==> config.mk <==
export PLATFORM = sky130hd
export DESIGN_NAME = func2
export DESIGN_NICKNAME = d
export VERILOG_FILES = /design/src/rtl/func2.sv
export SDC_FILE = /design/constraint.sdc
export NUM_CORES = 1
export LEC_CHECK = 0
export CORE_AREA = 2 2 39 41
export DETAILED_ROUTE_END_ITERATION = 12
export DIE_AREA = 0 0 41 43
export PLACE_DENSITY = 0.74
export SLEW_MARGIN = 20
export SYNTH_ARGS = -nofsm -noshare
export SYNTH_HDL_FRONTEND = slang
export SYNTH_SLANG_ARGS = --single-unit
==> constraint.sdc <==
create_clock -name clk -period 1.66 [get_ports clk]
set_clock_uncertainty 0.2 [all_clocks]
set_input_delay 0.166 -clock clk [delete_from_list [all_inputs] [get_ports clk]]
set_output_delay 0.166 -clock clk [all_outputs]
set_load 0.1 [all_outputs]
==> src/rtl/func2.sv <==
// 4-input Boolean function F = sum m(0,1,2,5,8,9,10) with a registered
// side-path: registered copy, 0->1 edge pulse and saturating count of
// cycles where F was sampled high.
module func2 #(
   parameter int unsigned CNT_W = 8
) (
   output logic             out,
   input  logic             A,
   input  logic             B,
   input  logic             C,
   input  logic             D,
   input  logic             clk,
   input  logic             rst_n,
   output logic             out_q,
   output logic             out_rise,
   output logic [CNT_W-1:0] hi_count
);

   localparam logic [CNT_W-1:0] CntMax = '1;
   localparam logic [CNT_W-1:0] CntOne = CNT_W'(1);

   // Minimal SOP form B'D' + B'C' + A'C'D; X/Z on inputs propagates freely.
   always_comb begin
      out = (~B & ~D) | (~B & ~C) | (~A & ~C & D);
   end

   // Registered copy, rising-edge pulse and saturating high-cycle counter.
   always_ff @(posedge clk) begin
      if (!rst_n) begin
         out_q    <= 1'b0;
         out_rise <= 1'b0;
         hi_count <= '0;
      end else begin
         out_q    <= out;
         out_rise <= out & ~out_q;
         if (out && (hi_count != CntMax)) begin
            hi_count <= hi_count + CntOne;
         end
      end
   end

endmodule

==> results.py, run 1 <==
metrics = {
    "cts": {
        "cts_buffers": 3,
        "htree_levels": 1,
        "cts_tree": "yes",
        "clkLatencyLatePin_ns": 0.26,
        "post-cts-setup-buffer-count": 0,
        "cts-root-buf": "clkbuf_4",
        "cts_buffer_depth": 2,
        "clk_pin_slew_worst_paths_ns": 0.06,
        "cts_num_sinks": 10,
        "cts_hold_buf": 0,
    },
    "global_routing": {
        "antenna_found_initial": 0,
        "grt.total_usage": 0.169,
        "grt_max_degree": 12,
        "grt_pass1_wl_microns": 1930,
        "grt_overflow_total": 0,
        "first_global_vias": 426,
    },
    "floorplan": {
        "fp.dieH_microns": 43,
        "start_util": 0.346,
        "ios": 17,
        "core_sq_mm": 0.00138,
        "die_area_sq_mm": 0.00176,
        "row_count": 14,
        "fp.dieW_microns": 41,
    },
    "status": {
        "status": "completed",
    },
    "synth": {
        "ys_types": 26,
        "netlist_area_sq_um": 479,
        "ys_seq_area_frac": 0.418,
        "synth_top_area_cell": "dfxtp_1",
        "netlist.area_leader.share": 0.418,
        "postSynthCellCount": 52,
        "synth_seq_cells": 10,
        "syn_avg_cell_area_sq_um": 9.22,
        "synth_area_leaders": "dfxtp_1, a31oi_1, nand3_1",
        "yosys_warnings": 0,
        "syn_nets": 59,
    },
    "critical_path": {
        "crit_path_end_kind": "output pin",
        "worstPathMaxFanout": 2,
        "r2r_cells": 5,
        "crit_chain": "clkdlybuf4s50_1 -> nand2b_1 -> a22oi_2 -> buf_4 -> buf_12",
        "worstPathRequired_ns": 1.29,
        "cpLargestDelayFamily": "buffers and inverters",
        "r2r_end": "hi_count[1]",
        "critPathLaunchType": "input port",
        "crit_type": "input port to output pin",
        "slowest_delay_ns": 0.39,
        "r2r_setup_slack_ns": 0.14,
        "critPathBufInv": 3,
        "arrival_ns": 1.18,
        "worstReg2RegStart": "hi_count[0]",
        "critPathSlowestCell": "clkdlybuf4s50_1",
    },
    "timing": {
        "period_minus_slack_ns": 1.55,
        "worst_slew_pin_slew_ns": 0.271,
        "fmax_mhz": 646,
        "setup_viol": 0,
        "setup_tns_ns": 0,
        "finalWorstSetupSlack_ns": 0.111,
        "relSlewSlack": 0.817,
        "period_share": 0.933,
        "rsz0062_at_grt": "false",
        "final-max-slew-violation-count": 0,
        "hold_viol": 0,
    },
    "finish": {
        "fin_nets": 84,
        "final_common_cell": "buf_12",
        "layout_common_cells": "buf_12, a31oi_1, dfxtp_4, buf_4",
        "antennaDiodeCount": 0,
        "final_cells": 92,
        "areaGrowthSynthToFinish_pct": 81.2,
        "drive_above_1_share": 0.421,
    },
    "hold_path": {
        "hp-class": "input port to flip-flop",
        "min_from": "D",
        "hold_depth": 5,
        "hold_path_end": "hi_count[3]",
    },
    "detailed_routing": {
        "wl_met3_microns": 61,
        "ant_nets": 0,
        "drc": 0,
        "vias": 500,
        "drt-initial-drc-count": 21,
        "wl_met1_microns": 538,
        "dr.pass1.iters": 4,
        "wl_met2_microns": 566,
        "highest-signal-layer": "met4",
        "vias_per_cell": 5.43,
        "wl_microns": 1190,
        "wire_per_inst_microns": 12.9,
    },
    "place": {
        "pre_cts_slack_ns": -0.156,
        "place_inst": 88,
        "place_congestion": 0.863,
        "portBuffers": 16,
        "hpwl_microns": 951,
    },
    "power": {
        "powerDensity_mw_per_mm2": 702,
        "vdd_ir_drop_max_v": 0.000525,
        "p_leak_nw": 0.349,
    },
    "run": {
        "drv_cap": 0,
    },
}
==> worst min-delay path: stages <==
cell	delay [ns]
dlymetal6s2s_1	0.14
buf_4	0.13
a221oi_2	0.06
o21ai_0	0.14
a31oi_1	0.04
==> state kept, by name, summed over array words and instances, names as in the netlist <==
register	cells
hi_count	8
out_q	1
out_rise	1
==> worst max path at each step <==
stage	start	end	slack [ns]	cells after the start
2_1_floorplan	hi_count[0]	hi_count[1]	-0.003	5
3_3_place_gp	D	hi_count[1]	-0.06	6
3_5_place_dp	D	hi_count[7]	-0.16	6
4_1_cts	D	out	0.01	5
5_1_grt	hi_count[0]	hi_count[0]	0.03	5
6_report	A	out	0.11	5
==> stage by stage <==
| step | utilization | total power (W) | cell area, sq um | hold slack (ns) |
|---|---|---|---|---|
| after floorplan | - | 0.000366 | 514 | 0.0944 |
| after global placement | 0.603 | 0.000441 | 835 | 0.257 |
| after detailed placement | 0.603 | 0.000443 | 835 | 0.276 |
| after CTS | 0.622 | 0.000615 | 861 | 0.289 |
| after global routing | 0.627 | 0.000638 | 868 | 0.275 |
| final | 0.627 | 0.000609 | 868 | 0.253 |
==> report_power, final <==
group | total [W] | switching, W | internal (W) | leakage, nW
clock | 0.000171 | 0.0000785 | 0.0000928 | 0.0150
combinational | 0.000178 | 0.000105 | 0.0000733 | 0.247
sequential | 0.000260 | 0.0000148 | 0.000245 | 0.0867
==> cells by family (layout without fill, tap and decap cells) <==
| logic type | count (synthesis) | count (layout) | synth area share |
|---|---|---|---|
| compound gates | 13 | 13 | 0.191 |
| fa+ha+maj | 1 | 1 | 0.0261 |
| buf+inv | 2 | 26 | 0.0235 |
| flops | 10 | 10 | 0.418 |
| mux | 1 | 1 | 0.0209 |
| simple gates | 25 | 25 | 0.321 |
==> area by class of cell <==
| cell class | instances | area (sq um) |
|---|---|---|
| clock buffer | 4 | 26.3 |
| fill | 119 | 515 |
| inverter | 1 | 3.75 |
| multi-input combinational | 40 | 285 |
| sequential | 10 | 223 |
| tap | 16 | 20.0 |
| timing repair buffer | 21 | 310 |
==> layer usage <==
metal / vias up / GRT usage
met5: - / 0
met4: 0 / 0.0800
met3: 2 / 0.0942
met2: 15 / 0.228
met1: 232 / 0.209
li1: 251 / -
==> Yosys cell counts, drive strengths merged <==
library cell,n
a31oi,5
nor4bb,1
and4b,1
a21oi,2
and4,2
and3,3
a211oi,1
a22oi,1
nor2b,2
buf,1
nor2,1
nand2b,1
ha,1
mux2i,1
nand2,4
nand4b,1
a41o,1
a221oi,1
and2,2
inv,1
o21ai,2
dfxtp,10
nor3,3
nand3,4
==> timing repair <==
action / in CTS / in global routing
hold endpoints to repair: 0 / 0
gates resized for setup: 0 / 2
setup endpoints to repair: 0 / 1
Note: power is estimated with default switching activity, not from simulation.
==> run 2, diff against run 1 <==
--- a/config.mk
+++ b/config.mk
@@ -6,6 +6,7 @@
 export NUM_CORES = 1
 export LEC_CHECK = 0
 export CORE_AREA = 2 2 39 41
+export CTS_CLUSTER_DIAMETER = 100
 export DETAILED_ROUTE_END_ITERATION = 12
 export DIE_AREA = 0 0 41 43
 export PLACE_DENSITY = 0.74
==> constraint.sdc (replaced) <==
create_clock -name clk -period 1.66 [get_ports clk]
set_clock_uncertainty 0.2 [all_clocks]
set_input_delay 0.166 -clock clk [delete_from_list [all_inputs] [get_ports clk]]
set_output_delay 0.166 -clock clk [all_outputs]
set_load 0.02 [all_outputs]
==> run 2 against run 1 <==
  * Via count fell by 0.40%
  * First-iteration DRC count down 38%
  * Sequential share of layout area up 1.1 points
  * Critical endpoint is now hi_count[4]
  * Largest cell class is now multi-input gates
==> results.py, run 2 (synthesis results as in run 1) <==
metrics = {
    "timing": {
        "setup_viol": 0,
        "period_share": 0.954,
        "worst_slew_pin_slew_ns": 0.262,
        "fmax_mhz": 631,
        "final-max-slew-violation-count": 0,
        "rsz0062_at_grt": "false",
        "period_minus_slack_ns": 1.58,
        "hold_viol": 0,
        "relSlewSlack": 0.825,
        "hold_slack_ns": 0.209,
    },
    "cts": {
        "cts-root-buf": "clkbuf_4",
        "post_cts_resized": 8,
        "cts_buffers": 3,
        "cts_hold_buf": 0,
        "clk_pin_slew_worst_paths_ns": 0.07,
        "cts_tree": "yes",
        "htree_levels": 1,
        "post-cts-setup-buffer-count": 0,
        "cts_buffer_depth": 2,
        "cts_num_sinks": 10,
        "clkLatencyLatePin_ns": 0.26,
    },
    "hold_path": {
        "hold_path_end": "out_rise",
        "min_from": "out_q",
        "hp-class": "flip-flop to flip-flop",
        "hold_depth": 1,
    },
    "run": {
        "drv_cap": 0,
    },
    "floorplan": {
        "ios": 17,
        "row_count": 14,
        "core_sq_mm": 0.00138,
        "die_area_sq_mm": 0.00176,
        "fp.dieH_microns": 43,
        "start_util": 0.346,
        "fp.dieW_microns": 41,
    },
    "detailed_routing": {
        "drc": 0,
        "dr.pass1.iters": 4,
        "vias_per_cell": 5.13,
        "wl_microns": 1140,
        "drt-initial-drc-count": 13,
        "vias": 498,
        "ant_nets": 0,
        "wire_per_inst_microns": 11.7,
    },
    "global_routing": {
        "grt_overflow_total": 0,
        "grt_pass1_wl_microns": 1840,
        "grt.total_usage": 0.150,
        "grt_max_degree": 12,
        "first_global_vias": 440,
        "antenna_found_initial": 0,
    },
    "critical_path": {
        "critPathSlowestCell": "clkdlybuf4s50_1",
        "r2r_end": "hi_count[1]",
        "worstPathMaxFanout": 3,
        "crit_chain": "clkdlybuf4s50_1",
        "r2r_cells": 5,
        "crit_type": "flip-flop to output pin",
        "critPathLaunchType": "flip-flop",
        "worstReg2RegStart": "hi_count[0]",
        "arrival_ns": 1.22,
        "critPathBufInv": 1,
        "crit_path_end_kind": "output pin",
        "worstPathRequired_ns": 1.29,
        "r2r_setup_slack_ns": 0.16,
        "cpLargestDelayFamily": "buffers and inverters",
        "slowest_delay_ns": 0.61,
    },
    "finish": {
        "layout_common_cells": "buf_4, dfxtp_1, clkdlybuf4s50_1",
        "final_cells": 97,
        "fin_nets": 89,
        "reg_top3": "hi_count (8), out_q (1), out_rise (1)",
        "areaGrowthSynthToFinish_pct": 57.4,
        "drive_above_1_share": 0.235,
        "antennaDiodeCount": 0,
        "final_common_cell": "buf_4",
        "largest_reg_flops": 8,
        "fill_cells": 134,
        "top_register": "hi_count",
        "fin_area_sq_um": 754,
    },
    "power": {
        "powerDensity_mw_per_mm2": 754,
        "vdd_ir_drop_max_v": 0.000521,
        "p_int_w": 0.000432,
        "netSwitchingFraction": 0.240,
        "pwr-share-seq": 0.447,
        "pwr-share-clk": 0.386,
        "p_comb_frac": 0.167,
        "p_leak_nw": 0.360,
        "switchingPower_w": 0.000137,
    },
    "place": {
        "portBuffers": 16,
        "hpwl_microns": 874,
        "place_congestion": 0.753,
        "place_inst": 93,
        "placed_cell_area_sq_um": 728,
    },
    "status": {
        "status": "completed",
    },
}
run 2: cell types whose count changed in the layout (fill, tap and decap cells not counted), sizes merged:
cell / before / now
clkdlybuf4s50: 4 / 8
buf: 16 / 10
dlygate4sd2: 0 / 6
clkbuf: 4 / 5
run 2: metal layers:
metal / global-route usage / up-vias / part of all wire
met2: 0.231 / 15 / 0.46
met4: 0.0600 / 0 / 0.012
met1: 0.184 / 221 / 0.48
met5: 0 / - / 0
li1: - / 260 / -
met3: 0.0471 / 2 / 0.042
run 2: how the worst max path moves through the flow:
| stage | startpoint | to | slack [ns] | cells past startpoint |
|---|---|---|---|---|
| global placement | D | out | -0.28 | 4 |
| detailed placement | D | out | -0.30 | 4 |
| CTS | D | out | 0.009 | 4 |
| finish | hi_count[4] | hi_count[4] | 0.08 | 1 |
| global route | hi_count[4] | hi_count[4] | 0.02 | 1 |
| floorplan | hi_count[1] | hi_count[1] | 0.004 | 5 |
run 2: area by class of cell:
class	count	area, sq um	share of cell area
well taps	16	20.0	0.0265
repair buffers	26	225	0.299
flip-flops and latches	10	201	0.267
clock buffers	4	36.3	0.0481
inverters	1	3.75	0.00498
multi-input cells	40	268	0.355
run 2: power by group through the flow:
| stage | registers (W) | clock network [W] | logic, W |
|---|---|---|---|
| 4_1_cts | 0.000254 | 0.000228 | 0.0000966 |
| 2_1_floorplan | 0.000272 | 0 | 0.0000302 |
| 6_report | 0.000254 | 0.000220 | 0.0000947 |
| 3_3_place_gp | 0.000259 | 0 | 0.0000996 |
| 3_5_place_dp | 0.000260 | 0 | 0.000101 |
| 5_1_grt | 0.000255 | 0.000242 | 0.000102 |
run 2: per-stage QoR:
stage / worst slack, ns / TNS [ns] / utilization / total power [W]
after floorplan: 0.00373 / 0 / - / 0.000302
after global placement: -0.279 / -0.618 / 0.526 / 0.000358
after detailed placement: -0.297 / -0.815 / 0.526 / 0.000360
after CTS: 0.00923 / 0 / 0.547 / 0.000578
after global routing: 0.0205 / 0 / 0.545 / 0.000599
final: 0.0756 / 0 / 0.545 / 0.000569
